`src/rtl/mem_access_unit.sv`:
```
// Purpose : MEM pipeline stage; issues load/store requests on a simple req/ack memory port and
//           registers the MEM/WB stage outputs.
// Latency : MEM/WB registers update on the edge where mem_ack is seen, or where no memory op is present.
// Backpr. : Stall is held combinationally while a request waits for ack. After 255 unacked cycles the
//           stage gives up and pulses BusErr.
// Ports   : Clk/Reset (sync, active-high); EX/MEM control + ALUResult/WriteData/RTorRd in;
//           mem_* request port; *_wb MEM/WB registers out; Stall, AlignErr, BusErr.
module mem_access_unit (
    input  logic        Clk,
    input  logic        Reset,
    input  logic        RegWrite,
    input  logic        MemRead,
    input  logic        MemWrite,
    input  logic        loadhalf,
    input  logic        loadbyte,
    input  logic        storehalf,
    input  logic        storebyte,
    input  logic [1:0]  MemtoReg,
    input  logic [31:0] ALUResult,
    input  logic [31:0] WriteData,
    input  logic [4:0]  RTorRd,
    output logic        mem_req,
    output logic        mem_we,
    output logic [29:0] mem_addr,
    output logic [3:0]  mem_be,
    output logic [31:0] mem_wdata,
    input  logic [31:0] mem_rdata,
    input  logic        mem_ack,
    output logic        RegWrite_wb,
    output logic [1:0]  MemtoReg_wb,
    output logic [31:0] ReadData_wb,
    output logic [31:0] ALUResult_wb,
    output logic [4:0]  RTorRd_wb,
    output logic        Stall,
    output logic        AlignErr,
    output logic        BusErr
);

    typedef enum logic {IDLE = 1'b0, WAIT = 1'b1} state_e;

    state_e      state_q, state_d;
    logic [7:0]  cnt_q, cnt_d;

    logic        regwrite_q, regwrite_d;
    logic [1:0]  memtoreg_q, memtoreg_d;
    logic [31:0] readdata_q, readdata_d;
    logic [31:0] aluresult_q, aluresult_d;
    logic [4:0]  rtord_q, rtord_d;
    logic        alignerr_q, alignerr_d;
    logic        buserr_q, buserr_d;

    // Access decode. A store wins over a load when both strobes are set, so
    // the size bits are taken from the store set in that case.
    logic op, is_load, is_byte, is_half, is_word, misaligned, aligned_op;
    logic timeout, complete, capture;

    assign op         = MemRead | MemWrite;
    assign is_load    = MemRead & ~MemWrite;
    assign is_byte    = MemWrite ? storebyte : loadbyte;
    assign is_half    = ~is_byte & (MemWrite ? storehalf : loadhalf);
    assign is_word    = ~is_byte & ~is_half;
    assign misaligned = (is_half & ALUResult[0]) | (is_word & (ALUResult[1:0] != 2'b00));
    assign aligned_op = op & ~misaligned;
    assign timeout    = (state_q == WAIT) && (cnt_q == 8'hFF);
    // Under reset the registers are cleared regardless, so these need no reset term.
    assign complete   = aligned_op & mem_ack;
    assign capture    = complete | ~op;

    assign mem_addr   = ALUResult[31:2];

    // Load lane extraction, little-endian.
    logic [7:0]  ld_byte;
    logic [15:0] ld_half;
    logic [31:0] load_val;

    always_comb begin
        case (ALUResult[1:0])
            2'd0:    ld_byte = mem_rdata[7:0];
            2'd1:    ld_byte = mem_rdata[15:8];
            2'd2:    ld_byte = mem_rdata[23:16];
            default: ld_byte = mem_rdata[31:24];
        endcase
        ld_half = ALUResult[1] ? mem_rdata[31:16] : mem_rdata[15:0];
        if (is_byte)
            load_val = {{24{ld_byte[7]}}, ld_byte};
        else if (is_half)
            load_val = {{16{ld_half[15]}}, ld_half};
        else
            load_val = mem_rdata;
    end

    // State register, including the MEM/WB pipeline registers.
    always_ff @(posedge Clk) begin
        if (Reset) begin
            state_q     <= IDLE;
            cnt_q       <= 8'd0;
            regwrite_q  <= 1'b0;
            memtoreg_q  <= 2'd0;
            readdata_q  <= 32'd0;
            aluresult_q <= 32'd0;
            rtord_q     <= 5'd0;
            alignerr_q  <= 1'b0;
            buserr_q    <= 1'b0;
        end else begin
            state_q     <= state_d;
            cnt_q       <= cnt_d;
            regwrite_q  <= regwrite_d;
            memtoreg_q  <= memtoreg_d;
            readdata_q  <= readdata_d;
            aluresult_q <= aluresult_d;
            rtord_q     <= rtord_d;
            alignerr_q  <= alignerr_d;
            buserr_q    <= buserr_d;
        end
    end

    // Next state. The counter holds the number of cycles already spent in WAIT.
    always_comb begin
        state_d = state_q;
        cnt_d   = cnt_q;
        if (!aligned_op || mem_ack || timeout) begin
            state_d = IDLE;
            cnt_d   = 8'd0;
        end else if (state_q == IDLE) begin
            state_d = WAIT;
            cnt_d   = 8'd1;
        end else begin
            cnt_d   = cnt_q + 8'd1;
        end
    end

    // Outputs. Memory port and Stall are combinational from the EX/MEM inputs.
    // The MEM/WB next values carry a bubble unless this cycle completes.
    always_comb begin
        mem_req   = 1'b0;
        mem_we    = 1'b0;
        mem_be    = 4'b0000;
        mem_wdata = 32'd0;
        Stall     = 1'b0;
        if (!Reset && aligned_op) begin
            mem_req = 1'b1;
            mem_we  = MemWrite;
            Stall   = ~mem_ack & ~timeout;
            if (MemWrite) begin
                if (is_byte) begin
                    mem_be    = 4'b0001 << ALUResult[1:0];
                    mem_wdata = {4{WriteData[7:0]}};
                end else if (is_half) begin
                    mem_be    = ALUResult[1] ? 4'b1100 : 4'b0011;
                    mem_wdata = {2{WriteData[15:0]}};
                end else begin
                    mem_be    = 4'b1111;
                    mem_wdata = WriteData;
                end
            end else begin
                mem_be = 4'b1111;
            end
        end

        regwrite_d  = 1'b0;
        memtoreg_d  = 2'd0;
        readdata_d  = 32'd0;
        aluresult_d = 32'd0;
        rtord_d     = 5'd0;
        if (capture) begin
            regwrite_d  = RegWrite;
            memtoreg_d  = MemtoReg;
            aluresult_d = ALUResult;
            rtord_d     = RTorRd;
            readdata_d  = (is_load & complete) ? load_val : 32'd0;
        end
        alignerr_d = op & misaligned;
        buserr_d   = aligned_op & ~mem_ack & timeout;
    end

    assign RegWrite_wb  = regwrite_q;
    assign MemtoReg_wb  = memtoreg_q;
    assign ReadData_wb  = readdata_q;
    assign ALUResult_wb = aluresult_q;
    assign RTorRd_wb    = rtord_q;
    assign AlignErr     = alignerr_q;
    assign BusErr       = buserr_q;

endmodule
```
`config.mk`:
```
export PLATFORM = sky130hd
export DESIGN_NAME = mem_access_unit
export DESIGN_NICKNAME = d
export VERILOG_FILES = /design/src/rtl/mem_access_unit.sv
export SDC_FILE = /design/constraint.sdc
export NUM_CORES = 1
export LEC_CHECK = 0
export BUFFER_PORTS_ARGS = -buffer_cell sky130_fd_sc_hd__buf_2
export CORE_UTILIZATION = 26
export CTS_BUF_LIST = sky130_fd_sc_hd__clkbuf_8
export DETAILED_ROUTE_END_ITERATION = 8
export GPL_TIMING_DRIVEN = 1
export PLACE_DENSITY = 0.65
export SETUP_SLACK_MARGIN = 0.4
export SLEW_MARGIN = 10
export SYNTH_ARGS = -nofsm -noshare
export SYNTH_HDL_FRONTEND = slang
export SYNTH_SLANG_ARGS = --single-unit
```
`constraint.sdc`:
```
create_clock -name Clk -period 4.33 [get_ports Clk]
set_clock_uncertainty 0.1 [all_clocks]
set_input_delay 0.866 -clock Clk [delete_from_list [all_inputs] [get_ports Clk]]
set_output_delay 0.866 -clock Clk [all_outputs]
set_load 0.02 [all_outputs]
```
==> metrics.txt, run 1 <==
outcome=completed; power density over cell area=around 330 mW/mm²; mean cell area of the mapped netlist=8.95 µm²; Synth cell types=between 40 and 50; library cell used as clock root buffer=sky130_fd_sc_hd__clkbuf_8; HPWL after detailed placement=slightly above 9000 µm; clock latency reported for the late side of the worst-skew pair=0.36 ns; required time of the critical path=between 3 and 4 ns; remaining number of nets flagged by the antenna check after routing=0; via count of the first global-routing pass=3346; Lkg Pwr=2.60 nW; count of vias placed by the detailed router=3735; post-route DRC violation count=0; Critical Path Sink Type=output port; type of the most critical hold path=reg -> reg; clock tree from TritonCTS=built; cell class contributing the biggest share of worst-path delay=buffers and inverters; Final Instance Count excl. Fillers=between 800 and 900; total die area=0.0150 mm²; Setup Crit Path Kind=in -> out; initial core utilization=0.269; max-cap viol count=0; sequential area share after synthesis=0.440; Cells after Synth=~420; worst vdd ir=between 200 and 300 µV; Avg Vias per Cell=4.53; number of standard-cell rows in the floorplan=43; combined area of all synthesized cells=approximately 0.0038 mm²; Syn Nets=536; endpoint arrival time on the critical path=2.65 ns; hold-fix buffer count after cts=0; Slew headroom=0.334; final setup TNS=0 ns; critical path cell sequence=buf_2, mux2i_4, and2_1, buf_4, nand2_1, a21oi_1, buf_2; setup slack after layout=0.713 ns; cell type with the highest occurrence count on the critical path=sky130_fd_sc_hd__buf_2; share of cells above drive strength 1=0.470; pin count of the biggest net entering global routing=41; number of optimization iterations in the first detailed-route pass=4; worst slack at placement=0.724 ns; number of antenna violations at the first check in global routing=0; Yosys Warn Count=0; Port Buffer Count=255; layout overhead on the synthesized area=37.1%; unrepaired setup endpoints after global routing=false; wire length of the first global-routing pass=17000 µm; vertical die dimension=123 µm; clock-pin transition on the worst setup and hold timing paths=0.08 ns; nature of the critical path startpoint=input port; number of levels the H-tree was split into=3; final wirelength=11800 µm; core area=~0.014 mm²; final number of max-transition violations=0; Global Route Usage Sum=0.151; I/O pin count=256; Layout Nets=approximately 750; total inserted antenna cells=0; global placement routability congestion=0.878; die width=around 120 µm; setup fix buffers added after clock tree synthesis=0; number of synthesized register bits=83; post-cts gate resize count=0; delay of the slowest cell on the worst path=just under 0.5 ns; maximum clock frequency=0.276 GHz; slowest cell on the critical path=sky130_fd_sc_hd__mux2i_4; Tightest Pin Transition=between 0.9 and 1 ns; number of buffer and inverter instances along the worst setup path=3; critical path peak fanout=20; final routed wire length divided by cell count=14.3 µm; Final Total Pwr=0.00170 W; part of the cycle the worst path needs=0.835; final setup violation count=0; hold violation total from the final report=0; CTS buffer count=9; clock buffer depth=2; clock period minus final worst setup slack=3.62 ns; Detailed Route Iter0 Violations=127; Cell Count Post-Placement=~810; Num Clock Sinks=83; overall overflow remaining after global route=0
==> where the power goes <==
part / switching (W) / total [W] / leakage (nW) / internal (W)
sequential: 0.00000600 / 0.000793 / 0.675 / 0.000787
combinational: 0.000213 / 0.000347 / 1.82 / 0.000134
clock: 0.000292 / 0.000562 / 0.0962 / 0.000270
total: 0.000510 / 0.00170 / 2.60 / 0.00119
==> routing by layer <==
layer / global-route usage / part of all wire / vias up
li1: - / - / 1846
met1: 0.172 / 0.40 / 1663
met2: 0.254 / 0.47 / 211
met3: 0.0586 / 0.10 / 15
met4: 0.0579 / 0.019 / 0
met5: 0 / 0 / -
==> flip-flops by register name (all words and copies together) (netlist names) <==
signal / cells
cnt_q: 8
RTorRd_wb: 5
RegWrite_wb: 1
MemtoReg_wb: 2
ALUResult_wb: 32
BusErr: 1
AlignErr: 1
ReadData_wb: 32
state_q: 1
==> final cells by class <==
| class | count | area, µm² |
|---|---|---|
| clock buffers | 9 | 124 |
| multi-input cells | 279 | 1750 |
| inverters | 6 | 22.5 |
| fillers | 1473 | 8870 |
| well taps | 180 | 225 |
| clock inverters | 7 | 76.3 |
| repair buffers | 260 | 1310 |
| flip-flops and latches | 83 | 1660 |
==> cells by family (layout without fill, tap and decap cells) <==
logic type | Yosys count | after routing | share of synthesized area
and+or+nand+nor | 167 | 167 | 0.218
AOI/OAI and AO/OA | 85 | 85 | 0.139
DFF | 83 | 83 | 0.440
buffers and inverters | 60 | 282 | 0.0991
muxes | 20 | 20 | 0.0868
xor gates and xnor gates | 6 | 6 | 0.0139
adders and majority gates | 1 | 1 | 0.00331
==> per-stage QoR <==
stage	utilization	hold slack, ns	instance area [µm²]
after global placement	0.354	0.367	4980
after global routing	0.369	0.425	5180
final	0.369	0.394	5180
after detailed placement	0.354	0.379	4980
after CTS	0.369	0.391	5180
after floorplan	-	0.341	3780
==> synth_stat cells (all sizes together) <==
cell type   n  area, µm²
xnor2       3       26.3
clkbuf      8       30.0
a221o       1       10.0
xor2        3       26.3
inv         6       22.5
dfxtp      83       1660
o21a        3       22.5
nand2b      2       12.5
and4b       1       10.0
or3         1       6.26
ha          1       12.5
a32oi       1       8.76
o31ai       2       20.0
o21ai       2       10.0
nand2      77        289
nor2        8       32.5
nor2b       2       12.5
mux2i       3       46.3
nand3      11       55.1
and4        1       8.76
o221ai      1       8.76
a21boi      1       7.51
o211ai      1       12.5
nor3       11       55.1
nor4bb      2       20.0
o21bai      2       15.0
buf        46        322
a22oi       7       52.6
a31oi      10       68.8
o41a        1       11.3
and2       49        307
a21oi      51        259
mux2        9        101
nor4        1       6.26
a2111oi     1       10.0
mux4        8        180
a31o        1       8.76
nand3b      1       7.51
==> worst paths after layout <==
check,endpoint,slack [ns],from,cells past startpoint
setup / recovery,mem_wdata[18],0.71,MemWrite,7
setup reg to reg,cnt_q[4]$_SDFF_PP0_,2.62,cnt_q[0]$_SDFF_PP0_,5
hold reg to reg,cnt_q[0]$_SDFF_PP0_,0.39,state_q$_SDFF_PP0_,1
hold / removal,cnt_q[0]$_SDFF_PP0_,0.39,state_q$_SDFF_PP0_,1
==> cells in the final DEF (no fill, tap or decap), types with 3 or more instances in the layout <==
master                     netlist  routed
sky130_fd_sc_hd__xor2_1          3       3
sky130_fd_sc_hd__dfxtp_1        83      83
sky130_fd_sc_hd__inv_1           5       5
sky130_fd_sc_hd__nand2_1        77      77
sky130_fd_sc_hd__o21a_1          3       3
sky130_fd_sc_hd__xnor2_1         3       3
sky130_fd_sc_hd__buf_2          11     255
sky130_fd_sc_hd__mux2_2          9       9
sky130_fd_sc_hd__clkbuf_8        0       9
sky130_fd_sc_hd__mux4_2          8       8
sky130_fd_sc_hd__a21oi_1        50      50
sky130_fd_sc_hd__and2_1         49      49
sky130_fd_sc_hd__a31oi_1         9       9
sky130_fd_sc_hd__nor3_1         11      11
sky130_fd_sc_hd__nor2_1          7       7
sky130_fd_sc_hd__nand3_1        11      11
sky130_fd_sc_hd__a22oi_1         7       7
sky130_fd_sc_hd__buf_4          32       5
Power figures use the tool's default switching activity.
==> inputs of run 2 (changes only) <==
clock period = 3.53 ns   (was 4.33 ns; I/O delays follow)
==> run 2 against run 1 <==
Final area up 1.1%. Routed wire length rose by 0.51%. Cell count is 0.85% higher. Worst setup slack got worse by 0.16 ns. Combinational power increased by 25%. Utilization up 0.39 points. Non-clock buffer count increased by 7. First-iteration DRC count grew 42%.
==> metrics.txt, run 2 (synthesized netlist as in run 1, its figures left out) <==
Cell Count Post-Placement=815 (was 808); endpoint arrival time on the critical path=2.17 ns (was 2.65 ns); power density over cell area=398 mW/mm² (was 329 mW/mm²); hold-fix buffer count after cts=0 (unchanged); hold violation total from the final report=0 (unchanged); clock latency reported for the late side of the worst-skew pair=0.36 ns (about the same); start point of the critical path=MemWrite (unchanged); Layout Nets=760 (was 753); Setup Crit Path Kind=in -> out (unchanged); library cell used as clock root buffer=sky130_fd_sc_hd__clkbuf_8 (unchanged); overall overflow remaining after global route=0 (unchanged); area of the multi-input gates=0.00176 mm² (was 0.00175 mm²); final-layout fill cell count=1504 (was 1473); part of the cycle the worst path needs=0.843; Tightest Pin Transition=0.889 ns (was 0.999 ns); required time of the critical path=2.72 ns (was 3.36 ns); worst flop-to-flop path endpoint=cnt_q[5]$_SDFF_PP0_ (was cnt_q[4]$_SDFF_PP0_); slowest cell on the critical path=sky130_fd_sc_hd__a21boi_1 (was sky130_fd_sc_hd__mux2i_4); I/O pin count=256 (unchanged); Critical Path Sink Type=output port (unchanged); Avg Vias per Cell=4.58 (was 4.53); total die area=0.0150 mm² (unchanged); worst slack at placement=0.390 ns (was 0.724 ns); via count of the first global-routing pass=3451 (was 3346); number of antenna violations at the first check in global routing=0 (unchanged); max-cap viol count=0 (unchanged); Final Instance Count excl. Fillers=831 (was 824); core area=0.0140 mm² (unchanged); Lkg Pwr=2.63 nW (was 2.60 nW); depth of the worst register-to-register path=5 (unchanged); vertical die dimension=123 µm (unchanged); global placement routability congestion=0.794 (was 0.878); Slew headroom=0.408 (was 0.334); clock tree from TritonCTS=built (unchanged); clock-pin transition on the worst setup and hold timing paths=0.08 ns (about the same); commonest non-fill, non-tap cell in the layout=sky130_fd_sc_hd__buf_2 (unchanged); wire length of the first global-routing pass=17500 µm (was 17000 µm); Critical Path Sink=mem_wdata[1] (was mem_wdata[18]); unrepaired setup endpoints after global routing=false (unchanged); number of standard-cell rows in the floorplan=43 (unchanged); number of stages on the worst setup path=7 (unchanged); HPWL after detailed placement=9090 µm (was 9110 µm); delay of the slowest cell on the worst path=0.43 ns (was 0.49 ns); worst vdd ir=285 µV (was 264 µV); share of cells above drive strength 1=0.476 (was 0.470); CTS buffer count=9 (unchanged); final wirelength=11800 µm (about the same); Detailed Route Iter0 Violations=180 (was 127); Global Route Usage Sum=0.154 (was 0.151); nature of the critical path startpoint=input port (unchanged); die width=123 µm (unchanged); layout overhead on the synthesized area=38.5% (was 37.1%); post-route DRC violation count=0 (unchanged); total area of sequential cells=0.00166 mm² (unchanged); number of buffer and inverter instances along the worst setup path=4 (was 3); R2R Path Start=cnt_q[0]$_SDFF_PP0_ (unchanged); number of levels the H-tree was split into=3 (unchanged); initial core utilization=0.269 (unchanged); critical path peak fanout=25 (was 20); final routed wire length divided by cell count=14.2 µm (was 14.3 µm); final setup violation count=0 (unchanged); Num Clock Sinks=83 (unchanged); total inserted antenna cells=0 (unchanged); maximum clock frequency=0.336 GHz; setup fix buffers added after clock tree synthesis=0 (unchanged); setup slack after layout=0.553 ns (was 0.713 ns); pin count of the biggest net entering global routing=41 (unchanged); clock buffer depth=2 (unchanged); final setup TNS=0 ns (unchanged); outcome=completed (unchanged); type of the most critical hold path=reg -> reg (unchanged); critical path cell sequence=clkbuf_4, a21boi_1, o211ai_2, buf_4, inv_2, and2_1, buf_2 (was buf_2, mux2i_4, and2_1, buf_4, nand2_1, a21oi_1, buf_2); number of optimization iterations in the first detailed-route pass=4 (unchanged); clock period minus final worst setup slack=2.98 ns; internal reg-to-reg setup slack=1.83 ns (was 2.62 ns); Port Buffer Count=255 (unchanged); remaining number of nets flagged by the antenna check after routing=0 (unchanged); count of vias placed by the detailed router=3809 (was 3735); cell class contributing the biggest share of worst-path delay=buffers and inverters (unchanged); final number of max-transition violations=0 (unchanged); commonest cells after routing, fill and taps aside=254 x sky130_fd_sc_hd__buf_2, 83 x sky130_fd_sc_hd__dfxtp_1, 77 x sky130_fd_sc_hd__nand2_1 (was 255 x sky130_fd_sc_hd__buf_2, 83 x sky130_fd_sc_hd__dfxtp_1, 77 x sky130_fd_sc_hd__nand2_1)
run 2: metal layers:
| layer | GRT usage | wire length, µm | vias up |
|---|---|---|---|
| li1 | - | - | 1857 |
| met1 | 0.182 | 4950 | 1739 |
| met2 | 0.257 | 5570 | 193 |
| met3 | 0.0530 | 1100 | 20 |
| met4 | 0.0556 | 199 | 0 |
| met5 | 0 | 0 | - |
run 2: worst register-to-register path, delay by kind of cell (launching register included):
| family | cells | cell delay [ns] |
|---|---|---|
| AND/OR/NAND/NOR | 4 | 0.92 |
| flip-flops | 1 | 0.37 |
| adder cells (fa/ha/maj) | 1 | 0.19 |
run 2: repair_timing:
action,CTS,global route
setup endpoints to repair,2,15
cloned,0,0
resized for setup,2,2
hold endpoints to repair,0,0
run 2: report_power, final:
part	total (W)	internal (W)	leakage [nW]	switching [W]
Sequential	0.000972	0.000965	0.675	0.00000731
Clock	0.000673	0.000324	0.0945	0.000349
Combinational	0.000434	0.000171	1.86	0.000264
run 2: area by class of cell:
class / instances / share of cell area
clock inverter: 7 / 0.0132
sequential: 83 / 0.318
multi-input combinational: 279 / 0.336
timing repair buffer: 267 / 0.262
clock buffer: 9 / 0.0237
inverter: 6 / 0.00431
tap: 180 / 0.0431
run 2: stage by stage:
stage                     utilization  hold slack, ns  power [W]  instance area (µm²)
after global routing            0.373           0.405    0.00219                 5230
after global placement          0.358           0.365    0.00142                 5030
after detailed placement        0.358           0.369    0.00143                 5030
after CTS                       0.372           0.381    0.00212                 5230
final                           0.373           0.377    0.00208                 5230
after floorplan                     -           0.341    0.00127                 3780
run 2: worst min-delay path by stage:
stage	startpoint	to	slack, ns	cells after the start
after floorplan	state_q$_SDFF_PP0_	cnt_q[0]$_SDFF_PP0_	0.34	1
after global placement	state_q$_SDFF_PP0_	cnt_q[0]$_SDFF_PP0_	0.37	1
after detailed placement	state_q$_SDFF_PP0_	cnt_q[0]$_SDFF_PP0_	0.37	1
after CTS	state_q$_SDFF_PP0_	cnt_q[0]$_SDFF_PP0_	0.38	1
after global routing	RegWrite	RegWrite_wb$_SDFF_PP0_	0.41	2
final	state_q$_SDFF_PP0_	cnt_q[0]$_SDFF_PP0_	0.38	1
==> inputs of run 3 (changes only) <==
PLACE_DENSITY = 0.67   (was 0.65)
clock period = 2.7 ns   (was 3.53 ns; I/O delays follow)
==> run 3 against run 2 <==
Global-route usage up 1.7 points. Routed wire length up 14%. Worst setup slack worse by 0.20 ns. Utilization up 6.5 points.
==> metrics.txt, run 3 (synthesized netlist as in run 1, its figures left out) <==
overall overflow remaining after global route=0 (unchanged); hold violation total from the final report=0 (unchanged); worst vdd ir=334 µV (was 285 µV); end point of the worst hold path=RTorRd_wb[2]$_SDFF_PP0_ (was cnt_q[0]$_SDFF_PP0_); max-cap viol count=0 (unchanged); Setup Crit Path Kind=in -> out (unchanged); worst flop-to-flop path endpoint=cnt_q[4]$_SDFF_PP0_ (was cnt_q[5]$_SDFF_PP0_); number of standard-cell rows in the floorplan=43 (unchanged); delay of the slowest cell on the worst path=0.29 ns (was 0.43 ns); post-route DRC violation count=0 (unchanged); clock tree from TritonCTS=built (unchanged); number of levels the H-tree was split into=3 (unchanged); final-layout fill cell count=1392 (was 1504); Port Buffer Count=255 (unchanged); wire length of the first global-routing pass=19600 µm (was 17500 µm); depth of the worst register-to-register path=5 (unchanged); final setup TNS=0 ns (unchanged); count of vias placed by the detailed router=3998 (was 3809); area of the multi-input gates=0.00214 mm² (was 0.00176 mm²); Avg Vias per Cell=4.61 (was 4.58); total area of sequential cells=0.00166 mm² (unchanged); Detailed Route Iter0 Violations=165 (was 180); critical path peak fanout=8 (was 25); initial core utilization=0.269 (unchanged); number of antenna violations at the first check in global routing=0 (unchanged); via count of the first global-routing pass=3718 (was 3451); Lkg Pwr=2.99 nW (was 2.63 nW); R2R Path Start=cnt_q[0]$_SDFF_PP0_ (unchanged); die width=123 µm (unchanged); library cell used as clock root buffer=sky130_fd_sc_hd__clkbuf_8 (unchanged); layout overhead on the synthesized area=62.7% (was 38.5%); clock latency reported for the late side of the worst-skew pair=0.35 ns (was 0.36 ns); number of optimization iterations in the first detailed-route pass=4 (unchanged); hold-fix buffer count after cts=0 (unchanged); Placed Area=0.00532 mm² (was 0.00503 mm²); WL met1=5700 µm (was 4950 µm); final routed wire length divided by cell count=15.5 µm (was 14.2 µm); global placement routability congestion=0.822 (was 0.794); CTS buffer count=9 (unchanged); required time of the critical path=2.06 ns (was 2.72 ns); Slew headroom=0.688 (was 0.408); critical path cell sequence=buf_8, buf_12, a21boi_4, o211ai_4, buf_6, buf_12, a21oi_2, buf_4 (was clkbuf_4, a21boi_1, o211ai_2, buf_4, inv_2, and2_1, buf_2); endpoint arrival time on the critical path=1.71 ns (was 2.17 ns); highest metal layer used by the detailed router=met4 (unchanged); unrepaired setup endpoints after global routing=true (was false); clock buffer depth=2 (unchanged); total die area=0.0150 mm² (unchanged); commonest non-fill, non-tap cell in the layout=sky130_fd_sc_hd__buf_2 (unchanged); share of cells above drive strength 1=0.577 (was 0.476); Global Route Usage Sum=0.171 (was 0.154); nature of the critical path startpoint=input port (unchanged); vertical die dimension=123 µm (unchanged); type of the most critical hold path=in -> reg (was reg -> reg); I/O pin count=256 (unchanged); HPWL after detailed placement=9740 µm (was 9090 µm); maximum clock frequency=0.426 GHz; Tightest Pin Transition=0.461 ns (was 0.889 ns); final setup violation count=0 (unchanged); power density over cell area=459 mW/mm² (was 398 mW/mm²); final number of max-transition violations=0 (unchanged); Layout Nets=797 (was 760); Num Clock Sinks=83 (unchanged); part of the cycle the worst path needs=0.869; cell type with the highest occurrence count on the critical path=sky130_fd_sc_hd__buf_12; core area=0.0140 mm² (unchanged); commonest cells after routing, fill and taps aside=227 x sky130_fd_sc_hd__buf_2, 83 x sky130_fd_sc_hd__dfxtp_1, 57 x sky130_fd_sc_hd__nand2_1 (was 254 x sky130_fd_sc_hd__buf_2, 83 x sky130_fd_sc_hd__dfxtp_1, 77 x sky130_fd_sc_hd__nand2_1); outcome=completed (unchanged); final wirelength=13500 µm (was 11800 µm); depth of the worst hold-timing path=2 (was 1); clock-pin transition on the worst setup and hold timing paths=0.09 ns (was 0.08 ns); Finished Cell Area=0.00614 mm² (was 0.00523 mm²); internal reg-to-reg setup slack=1.00 ns (was 1.83 ns); critical hold path startpoint=RTorRd[2] (was state_q$_SDFF_PP0_); routed wl met3=881 µm (was 1100 µm); slowest cell on the critical path=sky130_fd_sc_hd__o211ai_4 (was sky130_fd_sc_hd__a21boi_1); sum of met2 wire segment lengths after detailed routing=6670 µm (was 5570 µm); pin count of the biggest net entering global routing=41 (unchanged); clock period minus final worst setup slack=roughly 2.3 ns; remaining number of nets flagged by the antenna check after routing=0 (unchanged); Critical Path Sink Type=output port (unchanged); total inserted antenna cells=0 (unchanged)
-- run 3: report_power, final --
group,leakage (nW),switching [W],internal [W]
Clock,0.0894,0.000467,0.000342
Sequential,0.675,0.00000947,0.00126
Combinational,2.22,0.000414,0.000326
-- run 3: repair_timing --
item | 4_1_cts | 5_1_grt
setup buffers | 22 | 5
endpoints found under the setup margin | 38 | 36
gates resized for setup | 79 | 30
cloned | 3 | 0
pin swaps | 14 | 9
-- run 3: final cells by class --
class / count / share of cell area
clock buffer: 9 / 0.0202
clock inverter: 7 / 0.00855
inverter: 6 / 0.00367
multi-input combinational: 280 / 0.348
sequential: 83 / 0.270
tap: 180 / 0.0367
timing repair buffer: 303 / 0.312
-- run 3: worst max path at each step --
| stage | startpoint | endpoint | slack [ns] |
|---|---|---|---|
| after floorplan | MemWrite | mem_wdata[31] | 0.36 |
| after global placement | MemWrite | mem_wdata[26] | 0.18 |
| after detailed placement | MemWrite | mem_wdata[21] | 0.16 |
| after CTS | MemWrite | mem_wdata[27] | 0.34 |
| after global routing | MemWrite | mem_wdata[15] | 0.32 |
| final | MemWrite | mem_wdata[15] | 0.35 |
-- run 3: layer usage --
layer | global-route usage | vias up
met2 | 0.283 | 167
met1 | 0.215 | 1886
met5 | 0 | -
met3 | 0.0493 | 17
li1 | - | 1928
met4 | 0.0488 | 0
-- run 3: metrics by stage --
stage	hold WS (ns)	util	setup slack (ns)	total power, W	std cells
5_1_grt	0.248	0.438	0.323	0.00298	868
4_1_cts	0.256	0.427	0.342	0.00284	863
6_report	0.286	0.438	0.355	0.00282	868
3_5_place_dp	0.375	0.379	0.157	0.00191	822
3_3_place_gp	0.383	0.379	0.184	0.00191	822
2_1_floorplan	0.341	-	0.364	0.00170	422
-- run 3: worst max-delay path, delay by kind of cell --
family	cells	cell delay [ns]
buffers and inverters	5	0.69
AOI/OAI and AO/OA	3	0.47
